**src/rtl/alu_serial_sequencer.sv**
```systemverilog
`default_nettype none
// ============================================================================
// Module      : alu_serial_sequencer
// Description : Bit-serial ALU sequencer. Drives one external combinational
//               1-bit ALU slice for WIDTH cycles, LSB first. The ripple carry
//               is held in a register between cycles. SLT takes one extra
//               fix-up cycle that feeds the sign decision into the slice's
//               less input.
//
// Ports       : clk, rst_n          - clock (rising edge), async active-low reset
//               start, op, a, b    - request, {Aluop2,Aluop1,Aluop0}, operands
//               busy, done         - in progress / one-cycle completion pulse
//               result, zero,
//               overflow           - registered result and flags, held
//                                    until the next done
//               slice_*            - connections to the external 1-bit slice
// Revision    : 1.0 - initial release
// ============================================================================
module alu_serial_sequencer #(
    parameter int WIDTH = 32,
    parameter int CNT_W = 6
) (
    input  logic             clk,
    input  logic             rst_n,
    input  logic             start,
    input  logic [2:0]       op,
    input  logic [WIDTH-1:0] a,
    input  logic [WIDTH-1:0] b,
    output logic             busy,
    output logic             done,
    output logic [WIDTH-1:0] result,
    output logic             zero,
    output logic             overflow,
    output logic             slice_a,
    output logic             slice_b,
    output logic             slice_cin,
    output logic             slice_aluop2,
    output logic             slice_aluop1,
    output logic             slice_aluop0,
    output logic             slice_less,
    input  logic             slice_cout,
    input  logic             slice_r
);

    typedef enum logic [1:0] {
        S_IDLE    = 2'd0,
        S_RUN     = 2'd1,
        S_SLT_FIX = 2'd2,
        S_DONE    = 2'd3
    } state_t;

    localparam logic [CNT_W-1:0] c_last_bit = CNT_W'(WIDTH - 1);

    state_t             r_state;
    state_t             w_state_nxt;

    logic [WIDTH-1:0]   r_a_sh;
    logic [WIDTH-1:0]   r_b_sh;
    logic [WIDTH-1:0]   r_res_sh;
    logic [2:0]         r_op;
    logic [CNT_W-1:0]   r_cnt;
    logic               r_carry;
    logic               r_ovf;
    logic               r_set;
    logic               r_done;
    logic [WIDTH-1:0]   r_result;
    logic               r_zero;
    logic               r_overflow;

    logic               w_last;
    logic               w_ovf_bit;
    logic               w_is_slt;

    assign w_last    = (r_cnt == c_last_bit);
    // Carry into the MSB differs from carry out of the MSB -> signed overflow.
    assign w_ovf_bit = r_carry ^ slice_cout;
    assign w_is_slt  = (r_op[1:0] == 2'b11);

    assign busy      = (r_state == S_RUN) || (r_state == S_SLT_FIX);
    assign done      = r_done;
    assign result    = r_result;
    assign zero      = r_zero;
    assign overflow  = r_overflow;

    // ------------------------------------------------------------------------
    // State register
    // ------------------------------------------------------------------------
    always_ff @(posedge clk or negedge rst_n) begin
        if (!rst_n) begin
            r_state <= S_IDLE;
        end else begin
            r_state <= w_state_nxt;
        end
    end

    // ------------------------------------------------------------------------
    // Next state and slice drive. Slice outputs depend only on state and
    // registers, so there is no combinational path from start/a/b.
    // ------------------------------------------------------------------------
    always_comb begin
        w_state_nxt  = r_state;
        slice_a      = 1'b0;
        slice_b      = 1'b0;
        slice_cin    = 1'b0;
        slice_aluop2 = 1'b0;
        slice_aluop1 = 1'b0;
        slice_aluop0 = 1'b0;
        slice_less   = 1'b0;

        case (r_state)
            S_IDLE: begin
                if (start) begin
                    w_state_nxt = S_RUN;
                end
            end
            S_RUN: begin
                slice_a      = r_a_sh[0];
                slice_b      = r_b_sh[0];
                slice_cin    = r_carry;
                slice_aluop2 = r_op[2];
                // SLT runs the body as a subtraction; the less mux is only
                // selected in the fix-up cycle.
                if (w_is_slt) begin
                    slice_aluop1 = 1'b1;
                    slice_aluop0 = 1'b0;
                end else begin
                    slice_aluop1 = r_op[1];
                    slice_aluop0 = r_op[0];
                end
                if (w_last) begin
                    w_state_nxt = w_is_slt ? S_SLT_FIX : S_DONE;
                end
            end
            S_SLT_FIX: begin
                slice_aluop1 = 1'b1;
                slice_aluop0 = 1'b1;
                slice_less   = r_set;
                w_state_nxt  = S_DONE;
            end
            S_DONE: begin
                w_state_nxt = S_IDLE;
            end
            default: begin
                w_state_nxt = S_IDLE;
            end
        endcase
    end

    // ------------------------------------------------------------------------
    // Datapath
    // ------------------------------------------------------------------------
    always_ff @(posedge clk or negedge rst_n) begin
        if (!rst_n) begin
            r_a_sh     <= '0;
            r_b_sh     <= '0;
            r_res_sh   <= '0;
            r_op       <= '0;
            r_cnt      <= '0;
            r_carry    <= 1'b0;
            r_ovf      <= 1'b0;
            r_set      <= 1'b0;
            r_done     <= 1'b0;
            r_result   <= '0;
            r_zero     <= 1'b0;
            r_overflow <= 1'b0;
        end else begin
            r_done <= 1'b0;
            case (r_state)
                S_IDLE: begin
                    if (start) begin
                        r_a_sh  <= a;
                        r_b_sh  <= b;
                        r_op    <= op;
                        r_cnt   <= '0;
                        // Aluop2 inverts B; a carry-in of 1 completes the
                        // two's complement negation for SUB/SLT.
                        r_carry <= op[2];
                    end
                end
                S_RUN: begin
                    r_res_sh <= {slice_r, r_res_sh[WIDTH-1:1]};
                    r_a_sh   <= r_a_sh >> 1;
                    r_b_sh   <= r_b_sh >> 1;
                    r_carry  <= slice_cout;
                    r_cnt    <= r_cnt + CNT_W'(1);
                    if (w_last) begin
                        r_ovf <= w_ovf_bit;
                        // Sign of the difference corrected for overflow.
                        r_set <= slice_r ^ w_ovf_bit;
                    end
                end
                S_SLT_FIX: begin
                    r_res_sh <= {{(WIDTH-1){1'b0}}, slice_r};
                end
                S_DONE: begin
                    r_result   <= r_res_sh;
                    r_zero     <= (r_res_sh == '0);
                    r_overflow <= (r_op[1:0] == 2'b10) ? r_ovf : 1'b0;
                    r_done     <= 1'b1;
                end
                default: begin
                end
            endcase
        end
    end

endmodule
`default_nettype wire

```
**config.mk**
```make
export PLATFORM = sky130hd
export DESIGN_NAME = alu_serial_sequencer
export DESIGN_NICKNAME = d
export VERILOG_FILES = /design/src/rtl/alu_serial_sequencer.sv
export SDC_FILE = /design/constraint.sdc
export NUM_CORES = 1
export LEC_CHECK = 0
export ABC_AREA = 1
export BUFFER_PORTS_ARGS = -buffer_cell sky130_fd_sc_hd__buf_2
export CORE_ASPECT_RATIO = 0.9
export CORE_MARGIN = 2
export CORE_UTILIZATION = 60
export CTS_CLUSTER_SIZE = 14
export DETAILED_ROUTE_END_ITERATION = 12
export GPL_TIMING_DRIVEN = 0
export PLACE_DENSITY = 0.95
export SETUP_SLACK_MARGIN = 0.15
export SYNTH_ARGS = -nofsm -noshare
export SYNTH_HDL_FRONTEND = slang
export SYNTH_SLANG_ARGS = --single-unit
```
**constraint.sdc**
```tcl
create_clock -name clk -period 4.45 [get_ports clk]
set_input_delay 0.89 -clock clk [delete_from_list [all_inputs] [get_ports clk]]
set_output_delay 0.89 -clock clk [all_outputs]
set_load 0.02 [all_outputs]
```
==> summary.txt <==
Avg Vias per Cell: 5.37
Status: finished clean
Clock latency on the worst-skew pair: 0.41 ns
Slew @ Worst Pin: 0.579 ns
R2R depth: 6
Synth Area in Simple Gates: 19.1%
Area share of the largest cell type after synthesis: 58.4%
Final Max Tran Viols: 0
Core Box Area: 0.0102 mm²
Max FO, Critical Path: 10
CTS Buf Count: 17
DRC viols: 0
Synth Area in Compound Gates: 13.7%
Syn_area_per_cell: 8.85 µm²
Max cap viols: 0
Final period util: 67.3%
Clock share of power: 23.2%
Seq cells post-synth: 145
FP Rows: 35
LEAKAGE: 3.77 nW
Final #Nets: 913
Post-Syn Instances: 702
Fmax: 334 MHz
CTS root buffer: clkbuf_16
DR pass1 iterations: 7
Synth top area cells: dfrtp_1 58%, nand2_1 12%, a31oi_1 6.3%, nor2_1 5.3%, o21ai_0 3.5%
Worst hold margin: 0.448 ns
Overall Global Routing Usage: 26.2%
Cell variety after synth: 22
Setup Viol. Count Final: 0
Int Pwr: 0.00344 W
Final Wtd Congestion: 0.812
Ys flop type: dfrtp_1
Vias in the first global route: 4971
Pin count of the biggest net entering global routing: 84
Crit path DAT: 2.11 ns
Combinational fraction of design power: 41.5%
Die height: 101 µm
GRT Residual Overflow: 0
WL/cell: 14.2 µm
Syn-to-layout area delta: 21.3%
Most common cell after layout, fill and taps aside: nand2_1
Flop pwr share: 35.3%
Routed vias: 5256
First-pass GRT wire length: 23100 µm
CTS HTree Levels: 4
Post-synth ARST share: 100%
CTS Hold Bufs: 0
Post-Route Setup TNS: 0 ns
Xor/xnor share of the synthesized area: 0.564%
Port Buf Inserts: 114
DRT Wirelength: 13900 µm
Combinational family with the most area after synthesis: simple AND/OR/NAND/NOR gates
Final Critical Period: 3.00 ns
Nature of the critical path endpoint: output port
CTS tree: built
Area of the multi-input gates: 0.00214 mm²
# clock sinks: 145
Crit start category: flip-flop
Filler Cell Count: 721
Util after Layout: 74.2%
Setup Crit Path Kind: flip-flop to output port
Critical path origin: r_state[1]$_DFFE_PN0P_
Post-Layout Inst Area: 0.00754 mm²
Sw frac: 40.7%
Yosys warns: 0
Post-DP HPWL: 9540 µm
Worst Hold Class: input port to asynchronous set/reset pin
Most frequent cells in the layout: 203 x nand2_1, 145 x dfrtp_1, 135 x buf_2
Synth area leader: dfrtp_1
Mapped cell area: 0.00622 mm²
CTS max path bufs: 2
Sequential-to-total area share from yosys stat: 58.4%
Worst-path clk slew: 0.06 ns
Psw: 0.00235 W
Adder-Cell Fraction of Synth Area: 1.01%
Chip width: 111 µm
Final Hold Violating Endpoints: 0
Relative slew slack: 61.4%
Peak VDD IR: 0.533 mV
PwrDens: 768 mW/mm²
Placed inst area: 0.00698 mm²
RSZ-0062 raised after global routing: no
EDFF count, synth: 0
Die area: 0.0112 mm²
IO Pins: 115
Number of routed nets with antenna violations: 0
Gates resized, CTS repair: 0
Layout cells sized above 1: 21.2%
Syn nets: 779
Initial antenna violation count: 0
WP data required: 3.56 ns
Setup Buffers After CTS: 0
DR iter-0 viols: 342
Reg area: 0.00363 mm²
Critical R2R Launch: r_state[0]$_DFFE_PN0P_
Antenna cells: 0
Worst Clk Skew: 0.00681 ns
Mux contribution to synthesized area: 0%
Initial core utilization: 61.2%
-- worst paths after layout --
path / slack [ns] / endpoint
max: 1.45 / slice_aluop1
min reg2reg: 0.48 / result[4]$_DFFE_PN0P_
min in group clk: 0.48 / result[4]$_DFFE_PN0P_
max reg2reg: 2.54 / r_res_sh[20]$_DFFE_PN0P_
min: 0.45 / result[23]$_DFFE_PN0P_
max in group asynchronous: 3.20 / r_b_sh[24]$_DFFE_PN0P_
-- worst max-delay path, cell delays in order, from the launching register on --
cell      delay [ns]
dfrtp_1         0.41
inv_1           0.12
ha_1            0.16
buf_4           0.14
clkbuf_1        0.43
nand2_1         0.10
a21oi_1         0.15
buf_2           0.19
-- power by group through the flow --
stage / logic [W] / registers, W / clock network [W]
after CTS: 0.00241 / 0.00204 / 0.00135
after global routing: 0.00270 / 0.00210 / 0.00143
final: 0.00240 / 0.00205 / 0.00134
after global placement: 0.00230 / 0.00203 / 0
after floorplan: 0.00168 / 0.00209 / 0
after detailed placement: 0.00239 / 0.00205 / 0
-- cell usage after synthesis, types with 4 or more instances --
cell      instances
nand2_1         203
dfrtp_1         145
nor2_1           88
a31oi_1          63
inv_1            52
o21ai_0          43
o22ai_1          31
buf_2            22
nand3_1          13
clkbuf_1         12
buf_6             8
ha_1              5
a21oi_1           4
-- area by class of cell --
cell class,count,area share (%)
plain buffers,43,3.35
clock buffers,23,6.34
clock inverters,9,1.08
inverters,53,2.64
multi-input cells,461,28.3
flip-flops and latches,145,48.1
well taps,129,2.14
repair buffers,115,8.01
-- sequential cells by signal, summed over array words and instances (netlist names) --
signal,flops
r_b_sh,32
r_state,2
done,1
zero,1
r_carry,1
r_set,1
r_a_sh,32
r_cnt,6
r_res_sh,32
r_op,3
result,32
overflow,1
r_ovf,1
-- layer usage --
| layer | routed length [µm] | up-vias | GRT usage, % |
|---|---|---|---|
| li1 | - | 2569 | - |
| met1 | 6130 | 2510 | 33.2 |
| met2 | 6790 | 153 | 43.7 |
| met3 | 748 | 24 | 8.06 |
| met4 | 252 | 0 | 8.74 |
| met5 | 0 | - | 0 |
-- logic make-up (layout without fill, tap and decap cells) --
group | Yosys count | in the layout
xor gates and xnor gates | 4 | 4
AOI/OAI and AO/OA | 144 | 144
DFF | 145 | 145
adders and majority gates | 5 | 5
buffers and inverters | 96 | 243
and+or+nand+nor | 308 | 308
-- through the flow --
step | cells | setup WS (ns) | total power (W)
floorplan | 702 | 2.04 | 0.00377
global placement | 945 | 0.582 | 0.00433
detailed placement | 946 | 1.89 | 0.00444
CTS | 978 | 1.43 | 0.00581
global route | 978 | 1.32 | 0.00622
finish | 978 | 1.45 | 0.00579
No activity file was read; power rests on OpenSTA's default activity.
